`config.mk`:
```
export PLATFORM = sky130hd
export DESIGN_NAME = mio_bus
export DESIGN_NICKNAME = d
export VERILOG_FILES = /design/src/rtl/mio_bus.sv
export SDC_FILE = /design/constraint.sdc
export NUM_CORES = 1
export LEC_CHECK = 0
export CORE_MARGIN = 10
export CORE_UTILIZATION = 47
export DETAILED_ROUTE_END_ITERATION = 12
export GPL_TIMING_DRIVEN = 0
export PLACE_DENSITY_LB_ADDON = 0.3
export SLEW_MARGIN = 0
export SYNTH_ARGS = -nofsm -noshare
export SYNTH_HDL_FRONTEND = slang
export SYNTH_SLANG_ARGS = --single-unit
```
`constraint.sdc`:
```
create_clock -name clk -period 5.5 [get_ports clk]
set_input_delay 0.825 -clock clk [delete_from_list [all_inputs] [get_ports clk]]
set_output_delay 0.825 -clock clk [all_outputs]
set_load 0.005 [all_outputs]
```
`src/rtl/mio_bus.sv`:
```
// Memory/IO bus responder: decodes CPU MemRead/MemWrite requests onto block RAM,
// display/LED/switch registers and a free-running counter, returning a one-cycle ready.
module mio_bus #(
  parameter int RAM_AW      = 10,
  parameter int RAM_LATENCY = 1
) (
  input  logic              clk,
  input  logic              reset,
  input  logic              mem_r,
  input  logic              mem_w,
  input  logic [31:0]       addr_bus,
  input  logic [31:0]       Data4CPU,
  output logic [31:0]       Data2CPU,
  output logic              MIO_ready,
  output logic [RAM_AW-1:0] ram_addr,
  output logic [31:0]       ram_din,
  output logic              ram_we,
  input  logic [31:0]       ram_dout,
  input  logic [15:0]       SW,
  output logic [15:0]       LED,
  output logic [31:0]       disp_data,
  output logic              bus_err
);

  typedef enum logic [1:0] {IDLE, RAM_RD, RAM_CAP, RESP} state_t;

  localparam logic [1:0]  LAT_LAST  = 2'(RAM_LATENCY - 1);
  localparam logic [31:0] ADDR_DISP = 32'hE000_0000;
  localparam logic [31:0] ADDR_SW   = 32'hF000_0000;
  localparam logic [31:0] ADDR_CNT  = 32'hF000_0004;

  state_t      state, next_state;
  logic [1:0]  lat_cnt;
  logic [31:0] counter;

  logic is_ram, is_disp, is_sw, is_cnt, unmapped;
  logic accept, wr, rd;

  assign is_ram   = (addr_bus[31:RAM_AW+2] == '0);
  assign is_disp  = (addr_bus == ADDR_DISP);
  assign is_sw    = (addr_bus == ADDR_SW);
  assign is_cnt   = (addr_bus == ADDR_CNT);
  assign unmapped = ~(is_ram | is_disp | is_sw | is_cnt);

  // Write wins when both strobes are high; the conflict itself is flagged in bus_err.
  assign accept = (state == IDLE) && (mem_r || mem_w);
  assign wr     = mem_w;
  assign rd     = mem_r && !mem_w;

  always_ff @(posedge clk or posedge reset) begin
    if (reset) state <= IDLE;
    else       state <= next_state;
  end

  always_comb begin
    // NOTE: next_state gets a default before the case so no path can infer a latch.
    next_state = state;
    unique case (state)
      IDLE:    if (mem_r || mem_w) next_state = (rd && is_ram) ? RAM_RD : RESP;
      RAM_RD:  if (lat_cnt == LAT_LAST) next_state = RAM_CAP;
      RAM_CAP: next_state = RESP;
      RESP:    next_state = IDLE;
      default: next_state = IDLE;
    endcase
  end

  // NOTE: every register here updates with <= so all of them see pre-edge values.
  always_ff @(posedge clk or posedge reset) begin
    if (reset) begin
      Data2CPU  <= '0;
      MIO_ready <= 1'b0;
      ram_addr  <= '0;
      ram_din   <= '0;
      ram_we    <= 1'b0;
      LED       <= '0;
      disp_data <= '0;
      bus_err   <= 1'b0;
      counter   <= '0;
      lat_cnt   <= '0;
    end else begin
      MIO_ready <= (next_state == RESP);
      ram_we    <= accept && wr && is_ram;
      counter   <= counter + 32'd1;
      lat_cnt   <= (state == RAM_RD) ? lat_cnt + 2'd1 : 2'd0;

      if (accept) begin
        if (is_ram) ram_addr <= addr_bus[RAM_AW+1:2];
        if (wr && is_ram) ram_din <= Data4CPU;
        if (wr && is_disp) disp_data <= Data4CPU;
        if (wr && is_sw) LED <= Data4CPU[15:0];
        if (wr && is_cnt) counter <= Data4CPU;
        if (rd && is_disp) Data2CPU <= disp_data;
        if (rd && is_sw) Data2CPU <= {16'h0, SW};
        if (rd && is_cnt) Data2CPU <= counter;
        if (unmapped) Data2CPU <= '0;
        if (unmapped || (mem_r && mem_w)) bus_err <= 1'b1;
      end

      if (state == RAM_CAP) Data2CPU <= ram_dout;
    end
  end

endmodule

```
==> flow_metrics.py <==
metrics = {
    "clock_tree": {
        "cts-resized-gates": 0,
        "cts.htree.levels": 4,
        "post_cts_buffers": 0,
        "cts_made_buffers": 17,
        "cts_sinks": 161,
        "cts_buffer_depth": 2,
        "root_buffer": "clkbuf_16",
        "postCtsHoldBufs": 0,
        "clkTransAtPathRegs_ns": 0.07,
        "cts_tree": "built",
        "insertion_delay_ns": 0.42,
    },
    "sta": {
        "rsz0062_at_grt": "false",
        "report.final.hold_viol_count": 0,
        "maxSlewViolCount": 0,
        "clock_skew_ns": 0.00860,
        "worst_pin_slew_ns": 0.971,
        "finalSetupViolCount": 0,
        "max_freq_ghz": 0.290,
        "finalCriticalPeriod_ns": 3.44,
        "post-route-period-util_pct": 62.6,
        "slew-limit-headroom_pct": 35.1,
    },
    "logic_synthesis": {
        "synth_edf_count": 0,
        "ys_ff_latch": 161,
        "syn_nets": 730,
        "yosysMostFrequentCell": "dfrtp_1",
        "ys_types": 45,
        "synth_ff_type": "dfrtp_1",
        "synth.top_cell.area_share_pct": 52.8,
        "synthArstFlopShare_pct": 100,
        "yosysTopAreaCell": "dfrtp_1",
        "synth_warnings": 0,
        "synth_area_leaders": "dfrtp_1 (53%), mux2_2 (16%), mux2i_1 (4.3%), nand2_1 (2.8%), mux2_1 (2.5%)",
        "synthCells": 612,
        "synthTopCellsByCount": "dfrtp_1 (161), mux2_2 (105), nand2_1 (57)",
        "synth_seq_area_share_pct": 52.8,
        "syn_area_mm2": 0.00763,
        "syn_area_per_cell_um2": 12.5,
    },
    "power": {
        "p_leak_nw": 4.76,
        "power.total_mw": 3.35,
        "pwr_density_cell_mw_per_mm2": 305,
        "irDropWorstVdd_mv": 0.214,
    },
    "critical_path": {
        "required_ns": 5.81,
        "cp-start-kind": "input port",
        "cp_max_fo": 10,
        "arrival_ns": 3.75,
        "r2r_start": "state[1]",
        "crit_path_start": "addr_bus[22]",
        "worstSetupPathType": "input port to flop",
        "worstSetupEndpointType": "flop",
    },
    "run_status": {
        "outcome": "finished clean",
    },
    "place": {
        "io_buffers": 240,
        "placed_cell_area_mm2": 0.0103,
        "gp_congestion": 0.876,
        "post-dp-hpwl_mm": 18.8,
    },
    "drt": {
        "via_count": 6110,
        "routed_wl_mm": 24.6,
        "ant_nets": 0,
        "drc_errors": 0,
        "drtIter0Drc": 406,
        "wl_per_cell_um": 22.2,
        "dr.pass1.iters": 6,
        "routed_via_density": 5.53,
    },
    "flow_run": {
        "max-cap-violations": 0,
    },
    "global_route": {
        "grt_pass1_vias": 6583,
        "grtUsageTotal_pct": 22.3,
        "grt_antenna_before_repair": 3,
        "grt-ovfl-total": 0,
        "grt_max_degree": 94,
        "grt_pass1_wl_mm": 38.2,
    },
    "floorplanning": {
        "dieHeight_um": 147,
        "die_x_um": 147,
        "core_mm2": 0.0159,
        "die_area_mm2": 0.0217,
        "num_io_pins": 241,
        "start_util_pct": 48.0,
        "rows": 46,
    },
    "cells_and_area": {
        "fin_nets": 990,
        "area.growth.synth_to_final_pct": 44.1,
        "drive_above_1_share_pct": 20.0,
        "final_util_pct": 69.2,
        "final_cell_area_mm2": 0.0110,
    },
    "hold_path": {
        "hold_path.class": "flop to flop",
        "hp-start": "bus_err",
    },
}
## final cells by class
class	count	area [um^2]
fill	1171	4890
sequential	161	4030
multi-input combinational	396	3350
timing repair buffer	241	2430
clock buffer	21	450
tap	216	270
clock inverter	11	200
buffer	30	150
inverter	25	98.8
antenna	3	7.51
## kinds of logic after synthesis
kind of cell             share of synthesized area, %
AO/OA/AOI/OAI                                    6.56
XOR/XNOR                                         3.44
adder cells (fa/ha/maj)                         0.459
buffers and inverters                            3.20
flip-flops                                       52.8
multiplexers                                     22.3
AND/OR/NAND/NOR                                  11.2
## placed cells by master (no fill, tap or decap), types with 5 or more instances in the layout
| master | synthesis | layout |
|---|---|---|
| clkdlybuf4s50_1 | 0 | 240 |
| dfrtp_1 | 161 | 161 |
| mux2_2 | 105 | 105 |
| nand2_1 | 57 | 57 |
| mux2i_1 | 33 | 33 |
| o21ai_0 | 30 | 30 |
| inv_1 | 25 | 24 |
| xor2_1 | 20 | 20 |
| nand3_1 | 17 | 17 |
| mux2_1 | 17 | 17 |
| clkbuf_16 | 0 | 17 |
| clkbuf_1 | 13 | 16 |
| o31ai_1 | 16 | 16 |
| a222oi_1 | 16 | 16 |
| nor2_1 | 13 | 13 |
| buf_2 | 12 | 12 |
| xnor2_1 | 10 | 10 |
| and3_1 | 8 | 8 |
| nor4_2 | 6 | 6 |
| nand4_1 | 6 | 6 |
| nor4_4 | 5 | 5 |
| bufinv_16 | 0 | 5 |
## report_power, final
part           switching [mW]  leakage (nW)  internal (mW)
clock network           0.486         0.309          0.824
logic                   0.366          2.25          0.365
registers              0.0482          2.20           1.27
total                   0.900          4.76           2.45
## registers in the layout, indices dropped and copies added (netlist names)
register	count
Data2CPU	32
LED	16
MIO_ready	1
bus_err	1
counter	32
disp_data	32
lat_cnt	2
ram_addr	10
ram_din	32
ram_we	1
state	2
## final timing paths
check                         endpoint  slack (ns)  cells past startpoint
max                        ram_din[20]        2.06                      7
max reg2reg                ram_din[20]        2.91                      5
min in group asynchronous  ram_addr[3]        0.87                      2
max in group asynchronous  counter[16]        3.71                      3
min                            bus_err        0.45                      1
min reg2reg                    bus_err        0.45                      1
## per-stage QoR
| step | hold WS [ns] | std cells | TNS (ns) | setup slack [ns] |
|---|---|---|---|---|
| floorplan | 0.402 | 612 | 0 | 0.327 |
| detailed placement | 0.447 | 1069 | 0 | 1.63 |
| finish | 0.454 | 1104 | 0 | 2.06 |
| global route | 0.473 | 1104 | 0 | 1.86 |
| global placement | 0.415 | 1068 | -267.54 | -1.67 |
| CTS | 0.459 | 1101 | 0 | 2.08 |
## routing by layer
layer	track usage (%)	wire length, um	part of all wire, %
met5	0	0	0
met4	9.76	731	3.0
met3	5.83	1720	7.0
met2	37.4	12200	50
met1	26.5	9940	40
## worst max-delay path, stage by stage
cell             delay [ns]
clkdlybuf4s50_1        0.48
nor4_2                 0.34
nand4_2                0.29
nand2b_4               0.25
nor2_1                 0.75
buf_2                  0.42
mux2_2                 0.39
Note: power is estimated with default switching activity, not from simulation.
